$ cat src/rtl/sumador_serie_mpc_pkg.sv
`default_nettype none
// ============================================================================
// Module  : sumador_pkg
// Purpose : FSM state encoding, mode constants and half-adder helper shared by
//           the serial adder.
// Revision: 1.0 - initial release
// ============================================================================
package sumador_pkg;

  typedef enum logic [1:0] {
    IDLE  = 2'd0,
    SHIFT = 2'd1,
    DONE  = 2'd2
  } state_t;

  localparam logic ADD = 1'b0;
  localparam logic SUB = 1'b1;

  // Half adder: returns {carry, sum}.
  function automatic logic [1:0] semi_sumador(input logic x, input logic y);
    return {x & y, x ^ y};
  endfunction

endpackage
`default_nettype wire

$ cat src/rtl/sumador_serie_mpc_if.sv
`default_nettype none
// ============================================================================
// Module  : sumador_serie_mpc_if
// Purpose : Request/result bundle of the serial adder. The modo port only
//           exists when MODO_RESTA_EN is defined.
// Revision: 1.0 - initial release
// ============================================================================
interface sumador_serie_mpc_if #(
  parameter int N = 8
);
  logic         start;
  logic [N-1:0] a;
  logic [N-1:0] b;
`ifdef MODO_RESTA_EN
  logic         modo;
`endif
  logic         busy;
  logic         done;
  logic [N-1:0] s;
  logic         c_out;

`ifdef MODO_RESTA_EN
  modport master (output start, a, b, modo, input  busy, done, s, c_out);
  modport slave  (input  start, a, b, modo, output busy, done, s, c_out);
`else
  modport master (output start, a, b, input  busy, done, s, c_out);
  modport slave  (input  start, a, b, output busy, done, s, c_out);
`endif

endinterface
`default_nettype wire

$ cat src/rtl/sumador_serie_mpc_completo.sv
`default_nettype none
// ============================================================================
// Module  : sumador_completo
// Purpose : Combinational full adder assembled from two half-adder stages.
// Revision: 1.0 - initial release
// ============================================================================
module sumador_completo
  import sumador_pkg::*;
(
  input  logic x,
  input  logic y,
  input  logic cin,
  output logic s,
  output logic cout
);

  logic [1:0] w_h1;
  logic [1:0] w_h2;

  always_comb begin
    w_h1 = semi_sumador(x, y);
    w_h2 = semi_sumador(w_h1[0], cin);
    s    = w_h2[0];
    cout = w_h1[1] | w_h2[1];
  end

endmodule
`default_nettype wire

$ cat src/rtl/sumador_serie_mpc.sv
`default_nettype none
// ============================================================================
// Module  : sumador_serie_mpc
// Purpose : Bit-serial N-bit adder, LSB first through one full-adder cell.
//           Define MODO_RESTA_EN to add the modo input (subtract with borrow).
// Revision: 1.0 - initial release
// ============================================================================
module sumador_serie_mpc
  import sumador_pkg::*;
#(
  parameter int N = 8
) (
  input  logic                  clk,
  input  logic                  rst,
  sumador_serie_mpc_if.slave    bus
);

  localparam int            CW   = (N > 1) ? $clog2(N) : 1;
  localparam logic [CW-1:0] LAST = CW'(N - 1);

  state_t        state_q, state_d;
  logic [N-1:0]  a_q, a_d;
  logic [N-1:0]  b_q, b_d;
  logic [N-1:0]  res_q, res_d;
  logic          carry_q, carry_d;
  logic [CW-1:0] cnt_q, cnt_d;
  logic          busy_q, busy_d;
  logic          done_q, done_d;
  logic [N-1:0]  s_q, s_d;
  logic          c_out_q, c_out_d;
`ifdef MODO_RESTA_EN
  logic          mode_q, mode_d;
`endif

  logic fa_s;
  logic fa_cout;

  sumador_completo u_fa (
    .x    (a_q[0]),
    .y    (b_q[0]),
    .cin  (carry_q),
    .s    (fa_s),
    .cout (fa_cout)
  );

  always_comb begin
    state_d = state_q;
    a_d     = a_q;
    b_d     = b_q;
    res_d   = res_q;
    carry_d = carry_q;
    cnt_d   = cnt_q;
    done_d  = 1'b0;
    s_d     = s_q;
    c_out_d = c_out_q;
`ifdef MODO_RESTA_EN
    mode_d  = mode_q;
`endif

    case (state_q)
      IDLE: begin
        if (bus.start) begin
          state_d = SHIFT;
          a_d     = bus.a;
          b_d     = bus.b;
          carry_d = ADD;
          cnt_d   = '0;
`ifdef MODO_RESTA_EN
          mode_d  = bus.modo;
          // Two's-complement subtraction: invert B and inject a carry of one.
          if (bus.modo == SUB) begin
            b_d     = ~bus.b;
            carry_d = 1'b1;
          end
`endif
        end
      end
      SHIFT: begin
        a_d     = {1'b0, a_q[N-1:1]};
        b_d     = {1'b0, b_q[N-1:1]};
        res_d   = {fa_s, res_q[N-1:1]};
        carry_d = fa_cout;
        cnt_d   = cnt_q + CW'(1);
        if (cnt_q == LAST) begin
          state_d = DONE;
        end
      end
      DONE: begin
        s_d     = res_q;
        done_d  = 1'b1;
        state_d = IDLE;
`ifdef MODO_RESTA_EN
        c_out_d = (mode_q == SUB) ? ~carry_q : carry_q;
`else
        c_out_d = carry_q;
`endif
      end
      default: begin
        state_d = IDLE;
      end
    endcase

    busy_d = (state_d == SHIFT);
  end

  always_ff @(posedge clk) begin
    if (rst) begin
      state_q <= IDLE;
      a_q     <= '0;
      b_q     <= '0;
      res_q   <= '0;
      carry_q <= 1'b0;
      cnt_q   <= '0;
      busy_q  <= 1'b0;
      done_q  <= 1'b0;
      s_q     <= '0;
      c_out_q <= 1'b0;
`ifdef MODO_RESTA_EN
      mode_q  <= ADD;
`endif
    end else begin
      state_q <= state_d;
      a_q     <= a_d;
      b_q     <= b_d;
      res_q   <= res_d;
      carry_q <= carry_d;
      cnt_q   <= cnt_d;
      busy_q  <= busy_d;
      done_q  <= done_d;
      s_q     <= s_d;
      c_out_q <= c_out_d;
`ifdef MODO_RESTA_EN
      mode_q  <= mode_d;
`endif
    end
  end

  assign bus.busy  = busy_q;
  assign bus.done  = done_q;
  assign bus.s     = s_q;
  assign bus.c_out = c_out_q;

endmodule
`default_nettype wire

$ cat src/flat_wrapper.sv
// flat-port wrapper written by rule: the top's interface ports become plain ports
module sumador_serie_mpc_flat import sumador_pkg::*;
#(
  parameter int N = 8
)
  (clk, rst, bus_start, bus_a, bus_b, bus_busy, bus_done, bus_s, bus_c_out);
  sumador_serie_mpc_if #(.N(N)) bus_i ();
  input  logic clk;
  input  logic rst;
  input wire logic [$bits(bus_i.start)-1:0] bus_start;
  input wire logic [$bits(bus_i.a)-1:0] bus_a;
  input wire logic [$bits(bus_i.b)-1:0] bus_b;
  output wire logic [$bits(bus_i.busy)-1:0] bus_busy;
  output wire logic [$bits(bus_i.done)-1:0] bus_done;
  output wire logic [$bits(bus_i.s)-1:0] bus_s;
  output wire logic [$bits(bus_i.c_out)-1:0] bus_c_out;
  assign bus_i.start = bus_start;
  assign bus_i.a = bus_a;
  assign bus_i.b = bus_b;
  assign bus_busy = bus_i.busy;
  assign bus_done = bus_i.done;
  assign bus_s = bus_i.s;
  assign bus_c_out = bus_i.c_out;
  sumador_serie_mpc #(.N(N)) u_core (.clk(clk), .rst(rst), .bus(bus_i));
endmodule
$ cat config.mk
export PLATFORM = sky130hd
export DESIGN_NAME = sumador_serie_mpc_flat
export DESIGN_NICKNAME = d
export VERILOG_FILES = /design/src/rtl/sumador_serie_mpc_pkg.sv /design/src/rtl/sumador_serie_mpc_if.sv /design/src/rtl/sumador_serie_mpc_completo.sv /design/src/rtl/sumador_serie_mpc.sv /design/src/flat_wrapper.sv
export SDC_FILE = /design/constraint.sdc
export NUM_CORES = 1
export LEC_CHECK = 0
export CORE_MARGIN = 4
export CORE_UTILIZATION = 25
export CTS_BUF_LIST = sky130_fd_sc_hd__clkbuf_16
export CTS_CLUSTER_SIZE = 30
export DETAILED_ROUTE_END_ITERATION = 10
export PLACE_DENSITY = 0.47
export SLEW_MARGIN = 40
export SYNTH_ARGS = -nofsm -noshare
export SYNTH_HDL_FRONTEND = slang
export SYNTH_SLANG_ARGS = --single-unit
$ cat constraint.sdc
create_clock -name clk -period 2.3 [get_ports clk]
set_input_delay 0.69 -clock clk [delete_from_list [all_inputs] [get_ports clk]]
set_output_delay 0.69 -clock clk [all_outputs]
set_load 0.01 [all_outputs]
==> results of run 1 <==
-- cell usage in the layout (no fill, tap or decap) --
| master | instances |
|---|---|
| buf_12 | 2 |
| clkdlybuf4s50_1 | 29 |
| bufinv_16 | 2 |
| a22oi_1 | 4 |
| ha_1 | 2 |
| nand2_1 | 32 |
| o21bai_1 | 1 |
| a21oi_1 | 16 |
| a211oi_1 | 1 |
| inv_1 | 4 |
| nor2b_1 | 1 |
| fa_1 | 1 |
| nand2b_1 | 2 |
| clkbuf_16 | 5 |
| clkinv_2 | 1 |
| dfxtp_1 | 41 |
| nor2_2 | 6 |
| nor2_1 | 16 |
| o21ba_4 | 1 |
| nor3b_1 | 1 |
| nor3_1 | 3 |
| a2bb2oi_1 | 1 |
| a211oi_2 | 14 |
| and2b_1 | 1 |
| mux2i_1 | 16 |
| buf_4 | 1 |
-- how the worst min path moves through the flow --
stage	endpoint	slack, ns	cells past startpoint
after floorplan	u_core.bus.s[0]$_SDFFE_PP0P_	0.43	2
after global placement	u_core.bus.s[0]$_SDFFE_PP0P_	0.44	2
after detailed placement	u_core.bus.s[1]$_SDFFE_PP0P_	0.45	2
after CTS	u_core.bus.s[1]$_SDFFE_PP0P_	0.46	2
after global routing	u_core.bus.s[7]$_SDFFE_PP0P_	0.47	2
final	u_core.bus.s[7]$_SDFFE_PP0P_	0.45	2
-- synthesized netlist by cell type, drive strengths merged (2+ instances only) --
| master | instances |
|---|---|
| buf | 11 |
| nor3 | 3 |
| mux2i | 16 |
| a22oi | 4 |
| a21oi | 16 |
| dfxtp | 41 |
| nor2 | 22 |
| nand2 | 32 |
| inv | 4 |
| a211oi | 15 |
| ha | 2 |
| clkbuf | 3 |
| nand2b | 2 |
-- power groups by stage --
stage	Sequential [uW]	Combinational, uW	Clock [uW]
2_1_floorplan	772	130	0
3_3_place_gp	779	172	0
3_5_place_dp	779	172	0
4_1_cts	763	174	917
5_1_grt	767	188	948
6_report	763	170	884
-- layout make-up --
class / count / area (um2) / share of cell area, %
clock buffers: 5 / 125.1 / 5.485
clock inverters: 3 / 65.06 / 2.852
inverters: 4 / 15.01 / 0.6583
multi-input cells: 119 / 797.0 / 34.94
flip-flops and latches: 41 / 820.8 / 35.98
well taps: 96 / 120.1 / 5.266
repair buffers: 32 / 337.8 / 14.81
-- state kept, by name, indices dropped and copies added (netlist names) --
signal,count
u_core.bus.s,8
u_core.b_q,8
u_core.state_q,2
u_core.res_q,8
u_core.a_q,8
u_core.bus.done,1
u_core.bus.busy,1
u_core.cnt_q,3
u_core.bus.c_out,1
u_core.carry_q,1
-- metal layers --
| layer | share of wire [%] | wire length [um] | GRT usage [%] | vias to the layer above |
|---|---|---|---|---|
| met5 | 0 | 0 | 0 | - |
| li1 | - | - | - | 649 |
| met3 | 4.2 | 140 | 2.817 | 4 |
| met2 | 44 | 1486 | 12.54 | 24 |
| met4 | 1.7 | 59 | 4.899 | 0 |
| met1 | 50 | 1687 | 11.71 | 555 |
-- metrics by stage --
stage          instance area [um2]  power, uW  util, %  setup WS [ns]  instances
2_1_floorplan                 1739      901.5        -         0.8138        178
3_3_place_gp                  2091      950.8    30.77         0.3719        292
3_5_place_dp                  2091      951.1    30.77         0.3654        292
4_1_cts                       2281       1854    33.57         0.4394        300
5_1_grt                       2281       1903    33.57         0.4031        300
6_report                      2281       1817    33.57         0.4666        300
-- cells by family after synthesis --
group | share of synthesized area (%)
buffers and inverters | 6.978
multiplexers | 9.208
AO/OA/AOI/OAI | 18.71
flip-flops | 47.19
adder cells (fa/ha/maj) | 2.590
AND/OR/NAND/NOR | 15.32
==> results.py, run 1 <==
metrics = {
    "synthesis": {
        "synth.net_count": 200,
        "yosysTopAreaCellShare_pct": 47.19,
        "ys_types": 26,
        "ys_warn_count": 0,
        "avgSynthCellArea_um2": 9.771,
        "yosys_register_bits": 41,
        "synthTopCellsByArea": "dfxtp_1, a211oi_2, mux2i_1, nand2_1, a21oi_1",
        "synthCells": 178,
        "synth_top_area_cell": "dfxtp_1",
        "syn_area_mm2": 0.001739,
        "async_flop_share_pct": 0,
        "synth_flop_cell": "dfxtp_1",
        "yosysSeqAreaShare_pct": 47.19,
        "synth_edf_count": 0,
    },
    "global_route": {
        "track_usage_pct": 8.831,
        "grt_antenna_before_repair": 0,
        "grt_pass1_wl_um": 5809,
        "grt_overflow": 0,
        "grt_max_degree": 42,
        "grt_pass1_vias": 1209,
    },
    "die": {
        "core_mm2": 0.006794,
        "die_area_mm2": 0.008355,
        "ios": 30,
        "fp.dieH_um": 91.41,
        "start_util_pct": 25.60,
        "die-width_um": 91.41,
        "num_rows": 30,
    },
    "hold_path": {
        "hp-class": "register to register",
        "worstHoldStart": "u_core.bus.s[7]$_SDFFE_PP0P_",
    },
    "setup_path": {
        "crit_chain": "clkdlybuf4s50_1",
        "worst-path-buf-inv": 1,
        "worstSetupPathType": "register to primary output",
        "critical_path_arrival_ns": 1.14,
        "cp-end-kind": "primary output",
        "rr_startpoint": "u_core.state_q[0]$_SDFF_PP0_",
        "cp-startpoint": "u_core.bus.c_out$_SDFFE_PP0P_",
        "cp_top_family": "buffers and inverters",
        "r2r_cells": 3,
        "critPathCapture": "bus_c_out",
        "startpoint_type": "register",
        "slowest_stage": "clkdlybuf4s50_1",
        "r2r_setup_slack_ns": 0.93,
        "path_depth": 1,
        "path_max_fanout": 2,
        "r2r-end": "u_core.res_q[7]$_SDFFE_PP0P_",
        "crit_path_max_incr_delay_ns": 0.54,
        "crit_required_ns": 1.61,
    },
    "routing": {
        "wl_per_cell_um": 11.24,
        "firstDrtPassIters": 4,
        "ant_nets": 0,
        "vias": 1232,
        "drc_errors": 0,
        "vias_per_cell": 4.107,
        "drt_iter0_markers": 73,
        "wirelength_um": 3372,
    },
    "pwr": {
        "combinationalPowerShare_pct": 9.3,
        "clkPwrFrac_pct": 48.7,
        "p_sw_share_pct": 20.26,
        "intPower_uw": 1449,
        "switching_power_uw": 368.2,
        "seqPwrFrac_pct": 42.0,
        "ir_worst_vdd_mv": 0.2968,
        "power.density_mw_per_mm2": 796.7,
        "cellLeakagePower_uw": 0.0008056,
    },
    "clock_network": {
        "clock_tree.buffer_depth": 2,
        "cts_setup_buffers": 0,
        "clk_pin_slew_worst_paths_ns": 0.06,
        "htreeDepth": 2,
        "cts_hold_buf": 0,
        "insertion_delay_ns": 0.28,
        "cts-root-buf": "clkbuf_16",
        "cts_resized": 0,
        "cts_tree": "built",
        "numCtsBuffers": 5,
        "cts.sinks": 41,
    },
    "sta": {
        "setup_viol": 0,
        "fin_tns_setup_ns": 0,
        "tightest_slew_ns": 0.6138,
        "finalMaxSlewViolations": 0,
        "fmax_ghz": 0.5454,
        "hold_viol_final": 0,
        "rsz0062_at_grt": "false",
        "skew_ns": 0.004769,
        "fin_hold_ws_ns": 0.4523,
        "finalCritPeriodShare_pct": 79.71,
        "relSlewSlack_pct": 58.99,
        "fin_crit_ns": 1.833,
    },
    "finish": {
        "area_growth_pct": 31.15,
        "num-nets-final": 225,
        "drive_gt1_share_pct": 15.69,
        "num-fill-cells": 722,
        "antenna_cells": 0,
    },
    "place": {
        "place_congestion": 0.6577,
        "io_buffers": 29,
        "hpwl_um": 2270,
    },
    "status": {
        "status": "finished clean",
    },
    "run": {
        "max_cap_violations": 0,
    },
}
No activity file was read; power rests on OpenSTA's default activity.
==> run 2, diff against run 1 <==
Settings changed: PLACE_DENSITY 0.47 to 0.48.
Clock period 2.3 ns to 1.6 ns, I/O delays scaled along.
==> run 2 against run 1 <==
Global-route usage rose by 0.36 points. Routed wire length grew 2.6%. Non-clock buffer count increased by 8. Worst setup slack lost 0.29 ns. Die area stayed put. Clock-buffer cell count stayed put. Final area rose by 2.2%. Critical endpoint is now u_core.b_q[0]$_SDFFE_PP0P_. Largest power group unchanged. Highest routed layer unchanged.
==> results.py, run 2 (synthesis gave the netlist of run 1 again) <==
metrics = {
    "finish": {
        "final_cell_mix": "dfxtp_1, nand2_1, clkdlybuf4s50_1",
        "final_common_cell": "dfxtp_1",
        "area_growth_pct": 34.03,
        "drive_gt1_share_pct": 18.87,
        "antenna_cells": 0,
        "num-nets-final": 233,
        "num-fill-cells": 716,
    },
    "clock_network": {
        "cts-root-buf": "clkbuf_16",
        "cts.sinks": 41,
        "clock_tree.buffer_depth": 2,
        "htreeDepth": 2,
        "insertion_delay_ns": 0.28,
        "clk_pin_slew_worst_paths_ns": 0.06,
        "cts_setup_buffers": 0,
        "cts_tree": "built",
        "numCtsBuffers": 5,
        "cts_hold_buf": 0,
    },
    "setup_path": {
        "crit_required_ns": 1.80,
        "path_max_fanout": 16,
        "cp-end-kind": "register",
        "critical_path_arrival_ns": 1.62,
        "startpoint_type": "primary input",
        "worstSetupPathType": "primary input to register",
    },
    "pwr": {
        "power.density_mw_per_mm2": 1133,
        "p_total_uw": 2642,
        "ir_worst_vdd_mv": 0.3810,
        "cellLeakagePower_uw": 0.0009106,
    },
    "routing": {
        "firstDrtPassIters": 4,
        "drc_errors": 0,
        "wirelength_um": 3461,
        "vias_per_cell": 4.211,
        "ant_nets": 0,
        "vias": 1297,
        "drt_iter0_markers": 55,
        "wl_per_cell_um": 11.24,
    },
    "global_route": {
        "grt_max_degree": 17,
        "grt_overflow": 0,
        "grt_pass1_vias": 1294,
        "track_usage_pct": 9.190,
        "grt_antenna_before_repair": 0,
        "grt_pass1_wl_um": 6141,
    },
    "sta": {
        "finalCritPeriodShare_pct": 88.75,
        "rsz0062_at_grt": "false",
        "finalMaxSlewViolations": 0,
        "hold_viol_final": 0,
        "fin_tns_setup_ns": 0,
        "relSlewSlack_pct": 72.15,
        "tightest_slew_ns": 0.4177,
        "setup_viol": 0,
        "fin_crit_ns": 1.420,
        "fmax_ghz": 0.7042,
        "worst_slack_ns": 0.1800,
        "skew_ns": 0.003930,
    },
    "place": {
        "hpwl_um": 2477,
        "place_congestion": 0.6534,
        "place_ws_ns": -0.1170,
        "io_buffers": 29,
    },
    "hold_path": {
        "hp-class": "register to register",
    },
    "die": {
        "core_mm2": 0.006794,
        "die_area_mm2": 0.008355,
        "num_rows": 30,
        "die-width_um": 91.41,
        "fp.dieH_um": 91.41,
        "ios": 30,
        "start_util_pct": 25.60,
    },
    "run": {
        "max_cap_violations": 0,
    },
    "status": {
        "status": "finished clean",
    },
}
==> run 2: worst paths after layout <==
check | startpoint | cells past startpoint | slack (ns) | endpoint
worst max-delay path | bus_start | 5 | 0.18 | u_core.b_q[0]$_SDFFE_PP0P_
worst min-delay path | u_core.bus.s[5]$_SDFFE_PP0P_ | 2 | 0.45 | u_core.bus.s[5]$_SDFFE_PP0P_
worst max register to register | u_core.state_q[0]$_SDFF_PP0_ | 5 | 0.32 | u_core.a_q[7]$_SDFFE_PP0P_
worst min register to register | u_core.bus.s[5]$_SDFFE_PP0P_ | 2 | 0.45 | u_core.bus.s[5]$_SDFFE_PP0P_
==> run 2: per-stage QoR <==
stage	instance area (um2)	hold WS, ns	utilization, %	instances
after floorplan	1739	0.4321	-	178
after global placement	2151	0.4432	31.66	300
after detailed placement	2151	0.4457	31.66	300
after CTS	2328	0.4516	34.27	308
after global routing	2331	0.4666	34.31	308
final	2331	0.4498	34.31	308
==> run 2: repair_timing <==
| action | in CTS | in global routing |
|---|---|---|
| pin swaps | 0 | 0 |
| endpoints found under the setup margin | 10 | 1 |
| gates resized for setup | 10 | 1 |
| endpoints found under the hold margin | 0 | 0 |
==> run 2: power by group <==
group	switching, uW	total (uW)	internal, uW
registers	28.8	1090	1070
clock network	394	1280	890
logic	123	263	140
total	546	2640	2100
==> run 2: per-layer routing <==
layer	routed length, um	part of all wire, %	vias up	track usage, %
li1	-	-	674	-
met1	1739	50	592	12.04
met2	1541	45	24	13.82
met3	109	3.1	7	2.486
met4	70	2.0	0	4.523
met5	0	0	-	0
==> run 2: cell type report <==
type | instances | area, um2 | share of cell area [%]
Sequential cell | 41 | 820.8 | 35.21
Multi-Input combinational cell | 119 | 797.0 | 34.19
Timing Repair Buffer | 40 | 387.9 | 16.64
Clock buffer | 5 | 125.1 | 5.368
Tap cell | 96 | 120.1 | 5.153
Clock inverter | 3 | 65.06 | 2.791
Inverter | 4 | 15.01 | 0.6441
==> run 2: worst max-delay path: stages <==
cell and delay [ns]:
clkdlybuf4s50_1 0.54, o21ba_4 0.20, buf_12 0.16, nor2_1 0.06, a211oi_2 0.17
